`src/rtl/wb_arbiter.sv`:
```
// wb_arbiter: round-robin write-back arbiter (req_valid/req_rd/req_wd/req_ready in; rf_wen/rf_rd/rf_wd out one cycle after grant) with busy-register scoreboard (iss_valid/iss_rd set, rs1/rs2 -> busy_rs1/busy_rs2)
module wb_arbiter #(
  parameter int XLEN = 64,
  parameter int NREQ = 3
) (
  input  logic                 clk,
  input  logic                 rst,
  input  logic [NREQ-1:0]      req_valid,
  input  logic [NREQ*5-1:0]    req_rd,
  input  logic [NREQ*XLEN-1:0] req_wd,
  output logic [NREQ-1:0]      req_ready,
  output logic                 rf_wen,
  output logic [4:0]           rf_rd,
  output logic [XLEN-1:0]      rf_wd,
  input  logic                 iss_valid,
  input  logic [4:0]           iss_rd,
  input  logic [4:0]           rs1,
  input  logic [4:0]           rs2,
  output logic                 busy_rs1,
  output logic                 busy_rs2
);
  logic [1:0]      ptr;
  logic [1:0]      g;
  logic            any;
  logic [2:0]      idx;
  logic [4:0]      g_rd;
  logic            wen_q;
  logic [4:0]      rd_q;
  logic [XLEN-1:0] wd_q;
  logic [31:0]     busy;
  always_comb begin
    g = '0;
    any = 1'b0;
    idx = '0;
    for (int k = NREQ - 1; k >= 0; k--) begin
      idx = 3'(ptr) + 3'(k);
      idx = idx >= 3'(NREQ) ? idx - 3'(NREQ) : idx;
      if (req_valid[idx[1:0]] && !rst) begin
        any = 1'b1;
        g = idx[1:0];
      end
    end
  end
  assign g_rd      = req_rd[5*g +: 5];
  assign req_ready = any ? {{(NREQ-1){1'b0}}, 1'b1} << g : '0;
  always_ff @(posedge clk) begin
    if (rst) begin
      ptr   <= '0;
      wen_q <= 1'b0;
      busy  <= '0;
    end else begin
      wen_q <= any && g_rd != 5'd0;
      if (any) begin
        ptr  <= g == 2'd2 ? 2'd0 : g + 2'd1;
        rd_q <= g_rd;
        wd_q <= req_wd[XLEN*g +: XLEN];
      end
      if (wen_q) busy[rd_q] <= 1'b0;
      if (iss_valid && iss_rd != 5'd0) busy[iss_rd] <= 1'b1;
    end
  end
  assign rf_wen   = wen_q;
  assign rf_rd    = rd_q;
  assign rf_wd    = wd_q;
  assign busy_rs1 = busy[rs1];
  assign busy_rs2 = busy[rs2];
endmodule

```
`config.mk`:
```
export PLATFORM = sky130hd
export DESIGN_NAME = wb_arbiter
export DESIGN_NICKNAME = d
export VERILOG_FILES = /design/src/rtl/wb_arbiter.sv
export SDC_FILE = /design/constraint.sdc
export NUM_CORES = 1
export LEC_CHECK = 0
export ABC_AREA = 0
export CAP_MARGIN = 20
export CORE_ASPECT_RATIO = 1.5
export CORE_MARGIN = 2
export CORE_UTILIZATION = 40
export CTS_CLUSTER_SIZE = 8
export DETAILED_ROUTE_END_ITERATION = 16
export GPL_ROUTABILITY_DRIVEN = 1
export PLACE_DENSITY_LB_ADDON = 0.12
export SLEW_MARGIN = 20
export SYNTH_ARGS = -nofsm -noshare
export SYNTH_HDL_FRONTEND = slang
export SYNTH_SLANG_ARGS = --single-unit
export TNS_END_PERCENT = 10
```
`constraint.sdc`:
```
create_clock -name clk -period 3.74 [get_ports clk]
set_input_delay 0.374 -clock clk [delete_from_list [all_inputs] [get_ports clk]]
set_output_delay 0.374 -clock clk [all_outputs]
set_load 0.05 [all_outputs]
```
==> results_dict.tcl, run 1 <==
set metrics [dict create \
    path_cells "clkdlybuf4s50_1 -> buf_4 -> mux4_2 -> mux4_2 -> mux2_2 -> clkdlybuf4s50_1" \
    grt_pass1_vias 5597 \
    hpwlAfterDp_um 16800 \
    syn_inst 547 \
    htreeDepth 3 \
    start_util 0.409 \
    path_max_fanout 8 \
    power.density_nw_per_um2 734 \
    vias_per_cell 5.26 \
    postCtsSetupBuffers 0 \
    drtIter0Drc 257 \
    seq_area_frac_synth 0.485 \
    area_growth_pct 61.7 \
    required_ns 3.37 \
    vias 5434 \
    ant_nets 0 \
    gp_congestion 0.906 \
    clockBufferDepth 2 \
    wl_per_cell_um 19.5 \
    end_kind "output port" \
    syn_avg_cell_area_sq_um 10.5 \
    core.rowCount 53 \
    grt_use_total 0.265 \
    syn-cell-area_sq_um 5720 \
    finalCritPeriodShare 0.908 \
    wl_um 20200 \
    power_leakage_nw 3.17 \
    critPathSlowestCell "clkdlybuf4s50_1" \
    final_area_sq_um 9250 \
    synth.distinct_cells 46 \
    cp-start-kind "input port" \
    cts_hold_buffers 0 \
    peakVddDrop_mv 0.314 \
    antenna_found_initial 1 \
    clockRootBuffer "clkbuf_16" \
    status "finished clean" \
    nets 1067 \
    holdCritStartpoint "ptr[0]$_SDFFE_PP0P_" \
    r2r-start "ptr[0]$_SDFFE_PP0P_" \
    critPathKind "in2out" \
    whs_endpoint "ptr[0]$_SDFFE_PP0P_" \
    syn_nets 778 \
    whs_path_depth 2 \
    synthFlopType "edfxtp_1" \
    rsz0062_at_grt "false" \
    cts_tree "yes" \
    fp.coreArea_sq_um 14000 \
    die_w_um 102 \
    place_area_sq_um 8950 \
    drv_slew 0 \
    io_pins 303 \
    gr-total-overflow 0 \
    cts_buffers 9 \
    fillers 1092 \
    dr.pass1.iters 5 \
    r2r_cells 9 \
    slew_headroom 0.522 \
    period_minus_slack_ns 3.40 \
    synth_edf_count 69 \
    die-area_sq_um 15300 \
    fmax_mhz 294 \
    worstReg2RegEnd "rf_wd[19]$_DFFE_PP_" \
    worstHoldPathType "reg2reg" \
    maxCapViolations 0 \
    finalSetupViolCount 0 \
    remaining_drc_errors 0 \
    hold_violations 0 \
    clock_latency_ns 0.34 \
    tns_ns 0 \
    cp.arrival_ns 3.02 \
    clk_pin_slew_ns 0.07 \
    tightest_slew_ns 0.714 \
    clkSinkCount 104 \
    synth-seq-cells 104 \
    cts_resized 0 \
    die_h_um 150 \
    cpPeakStageDelay_ns 0.70 \
    synthArstFlopShare 0 \
    grt_max_degree 88 \
    portBuffers 302 \
    grt_pass1_wl_um 30200 \
    yosys_warnings 0 \
    clock_skew_ns 0.00781 \
    drive_gt1_frac 0.0713 \
    r2r_slack_ns 1.00 \
]
## registers in the layout (all words and copies together) (netlist names)
signal  cells
busy       32
ptr         2
rf_rd       5
rf_wd      64
rf_wen      1
## synthesized netlist by cell type, drive strengths merged (3+ instances only)
master | number | area share
nand2 | 106 | 0.071
o21ai | 100 | 0.088
edfxtp | 69 | 0.36
mux2i | 69 | 0.12
dfxtp | 35 | 0.12
a21oi | 34 | 0.030
mux4 | 20 | 0.079
buf | 18 | 0.019
clkbuf | 17 | 0.011
inv | 10 | 0.0066
nor2 | 9 | 0.0059
nor2b | 6 | 0.0066
nand3b | 5 | 0.0066
mux2 | 4 | 0.0079
nand2b | 4 | 0.0044
nor3b | 4 | 0.0053
a211oi | 3 | 0.0039
a21o | 3 | 0.0039
and3 | 3 | 0.0033
and3b | 3 | 0.0046
ha | 3 | 0.0066
nand3 | 3 | 0.0026
or3b | 3 | 0.0046
## routing by layer
| layer | part of all wire | GRT usage | up-vias |
|---|---|---|---|
| met1 | 0.34 | 0.289 | 2534 |
| met3 | 0.077 | 0.0701 | 38 |
| met4 | 0.035 | 0.104 | 0 |
| li1 | - | - | 2593 |
| met2 | 0.54 | 0.480 | 269 |
| met5 | 0 | 0 | - |
## final cells by class
type / count / area (sq um) / share of cell area
Sequential cell: 104 / 2770 / 0.300
Multi-Input combinational cell: 398 / 2740 / 0.296
Tap cell: 192 / 240 / 0.0260
Inverter: 10 / 37.5 / 0.00406
Clock buffer: 9 / 225 / 0.0244
Antenna cell: 1 / 2.50 / 0.000271
Clock inverter: 7 / 68.8 / 0.00744
Timing Repair Buffer: 313 / 3160 / 0.342
## cells by family after synthesis
group,Yosys count,synth area share
simple gates,153,0.122
compound gates,149,0.141
flops,104,0.485
mux,93,0.207
buf+inv,45,0.0372
fa+ha+maj,3,0.00657
## worst max-delay path by stage
stage | startpoint | to | slack [ns]
finish | rs2[0] | busy_rs2 | 0.34
global route | rs2[0] | busy_rs2 | 0.28
CTS | rs2[0] | busy_rs2 | 0.31
detailed placement | rs2[0] | busy_rs2 | 0.32
global placement | rs1[0] | busy_rs1 | 0.36
floorplan | ptr[0]$_SDFFE_PP0P_ | rf_rd[0]$_DFFE_PP_ | 0.54
## critical path, delay by kind of cell
family,cells,cell delay (ns)
buffers and inverters,3,1.36
multiplexers,3,1.29
## through the flow
stage | hold WS (ns) | utilization | worst slack (ns) | std cells | power [mW]
after floorplan | 0.449 | - | 0.541 | 547 | 4.43
after global placement | 0.460 | 0.640 | 0.361 | 1017 | 5.85
after detailed placement | 0.484 | 0.640 | 0.321 | 1017 | 5.88
after CTS | 0.492 | 0.661 | 0.311 | 1033 | 6.82
after global routing | 0.522 | 0.661 | 0.277 | 1034 | 7.06
final | 0.490 | 0.661 | 0.343 | 1034 | 6.79
## power breakdown
group	total, mW	leakage, nW	internal, mW	switching, mW
clock	0.932	0.140	0.519	0.413
combinational	3.85	2.06	1.30	2.55
sequential	2.01	0.969	1.83	0.178
## layout by cell type, fill, tap and decap left out, types with 2 or more instances in the layout
cell	count
ha_1	3
a21oi_1	33
or3_1	2
mux2i_1	69
or3b_2	3
o21ai_0	32
a211oi_1	3
nand2_1	105
inv_1	8
clkbuf_16	9
nand3b_1	5
buf_12	5
a21o_1	3
nor2b_1	6
o21ai_1	67
dfxtp_1	35
mux2_1	2
clkdlybuf4s50_1	299
and3_1	3
nor3_1	2
mux2_2	2
buf_4	9
mux4_2	20
edfxtp_1	69
nor2_1	9
and3b_1	3
nor3b_1	4
nand2b_1	4
nand3_1	3
inv_2	2
inv_6	2
Note: power is estimated with default switching activity, not from simulation.
==> run 2, diff against run 1 <==
--- a/config.mk
+++ b/config.mk
@@ -8,12 +8,12 @@
 export ABC_AREA = 0
 export CAP_MARGIN = 20
 export CORE_ASPECT_RATIO = 1.5
-export CORE_MARGIN = 2
+export CORE_MARGIN = 8
 export CORE_UTILIZATION = 40
 export CTS_CLUSTER_SIZE = 8
 export DETAILED_ROUTE_END_ITERATION = 16
 export GPL_ROUTABILITY_DRIVEN = 1
-export PLACE_DENSITY_LB_ADDON = 0.12
+export PLACE_DENSITY = 0.81
 export SLEW_MARGIN = 20
 export SYNTH_ARGS = -nofsm -noshare
 export SYNTH_HDL_FRONTEND = slang
==> run 2 against run 1 <==
Total power up 1.5%. Die area up 21%. Register-to-register slack worse by 0.06 ns. Maximum frequency up 10%. Final cell count down 0.29%. Flip-flop and latch count unchanged. Setup slack better by 0.32 ns. Non-clock buffer count down 3. Largest power group unchanged. Highest routed layer is now met5.
==> results_dict.tcl, run 2 (synthesis gave the netlist of run 1 again) <==
set metrics [dict create \
    critPathKind "in2out" \
    wl_um 22700 \
    finalCritPeriodShare 0.823 \
    startpoint "rs2[0]" \
    clock_latency_ns 0.34 \
    tns_ns 0 \
    clk_pin_slew_ns 0.06 \
    htreeDepth 3 \
    fmax_mhz 325 \
    cp-start-kind "input port" \
    cpPeakStageDelay_ns 0.80 \
    tightest_slew_ns 0.739 \
    gr-total-overflow 0 \
    critPathSlowestCell "clkdlybuf4s50_1" \
    whs_ns 0.487 \
    hold_violations 0 \
    drtIter0Drc 282 \
    grt_use_total 0.238 \
    postCtsSetupBuffers 0 \
    cts_resized 0 \
    portBuffers 302 \
    end_kind "output port" \
    grt_max_degree 61 \
    fp.coreArea_sq_um 14000 \
    wl_per_cell_um 22.0 \
    r2r-start "ptr[0]$_SDFFE_PP0P_" \
    drive_gt1_frac 0.0716 \
    critical_path.most_common_cell "mux4_2" \
    setup_ws_ns 0.661 \
    die_w_um 114 \
    final_cell_count_no_fill 1031 \
    start_util 0.409 \
    nets 1064 \
    worstHoldPathType "reg2reg" \
    dr.pass1.iters 5 \
    area_growth_pct 61.6 \
    status "finished clean" \
    placedCellCount 1014 \
    slew_headroom 0.507 \
    layout_common_cells "297 x clkdlybuf4s50_1, 105 x nand2_1, 69 x mux2i_1, 69 x edfxtp_1, 67 x o21ai_1" \
    final_area_sq_um 9240 \
    power.density_nw_per_um2 745 \
    ant_nets 0 \
    clkSinkCount 104 \
    peakVddDrop_mv 0.495 \
    drv_slew 0 \
    core.rowCount 53 \
    clockRootBuffer "clkbuf_16" \
    io_pins 303 \
    finalSetupViolCount 0 \
    layout_commonest_cell "clkdlybuf4s50_1" \
    gp_congestion 0.952 \
    maxCapViolations 0 \
    cp_top_family "multiplexers" \
    post-route-util 0.660 \
    power_leakage_nw 3.17 \
    die-area_sq_um 18500 \
    place_area_sq_um 8910 \
    path_cells "clkdlybuf4s50_1 -> mux4_2 -> mux4_2 -> mux2_2 -> buf_4" \
    vias 5401 \
    clock_skew_ns 0.00842 \
    largest_reg_flops 64 \
    grt_pass1_vias 5762 \
    cts_tree "yes" \
    period_minus_slack_ns 3.08 \
    remaining_drc_errors 0 \
    cts_hold_buffers 0 \
    required_ns 3.37 \
    path_max_fanout 8 \
    cp.arrival_ns 2.70 \
    die_h_um 162 \
    pre_cts_ws_ns 0.621 \
    hpwlAfterDp_um 19200 \
    rsz0062_at_grt "false" \
    cts_buffers 9 \
    holdCritStartpoint "ptr[0]$_SDFFE_PP0P_" \
    grt_pass1_wl_um 32900 \
    cp_num_buf_inv 2 \
    antenna_found_initial 2 \
    p_total_mw 6.89 \
    vias_per_cell 5.24 \
    clockBufferDepth 2 \
]
==> run 2: worst reg2reg max path, stage by stage, from the launching register on <==
cell and delay [ns]:
dfxtp_1 0.35, inv_1 0.07, ha_1 0.32, nor2b_1 0.20, a211oi_1 0.08, a211oi_1 0.28, nor2_1 0.06, and2_1 0.24
inv_2 0.57, buf_12 0.31
==> run 2: power by group <==
part           switching (mW)  total, mW  internal (mW)  leakage, nW
Combinational            2.53       3.82           1.29         2.05
Clock                   0.419       1.01          0.590        0.145
Sequential              0.225       2.06           1.83        0.969
Total                    3.18       6.89           3.71         3.17
==> run 2: final timing paths <==
kind | end | slack, ns | depth (start not counted)
max reg2reg | rf_wd[6]$_DFFE_PP_ | 0.94 | 9
min | ptr[0]$_SDFFE_PP0P_ | 0.49 | 2
min reg2reg | ptr[0]$_SDFFE_PP0P_ | 0.49 | 2
max | busy_rs2 | 0.66 | 5
==> run 2: metal layers <==
layer,GRT usage,vias up,part of all wire
li1,-,2579,-
met1,0.239,2509,0.34
met2,0.431,271,0.53
met3,0.0898,40,0.10
met4,0.0961,2,0.033
met5,0,-,0.00057
==> run 2: cell type report <==
cell class	count	area, sq um
Timing Repair Buffer	310	3120
Clock inverter	6	91.3
Fill cell	1069	4750
Tap cell	192	240
Clock buffer	10	229
Sequential cell	104	2770
Multi-Input combinational cell	398	2740
Antenna cell	1	2.50
Inverter	10	37.5
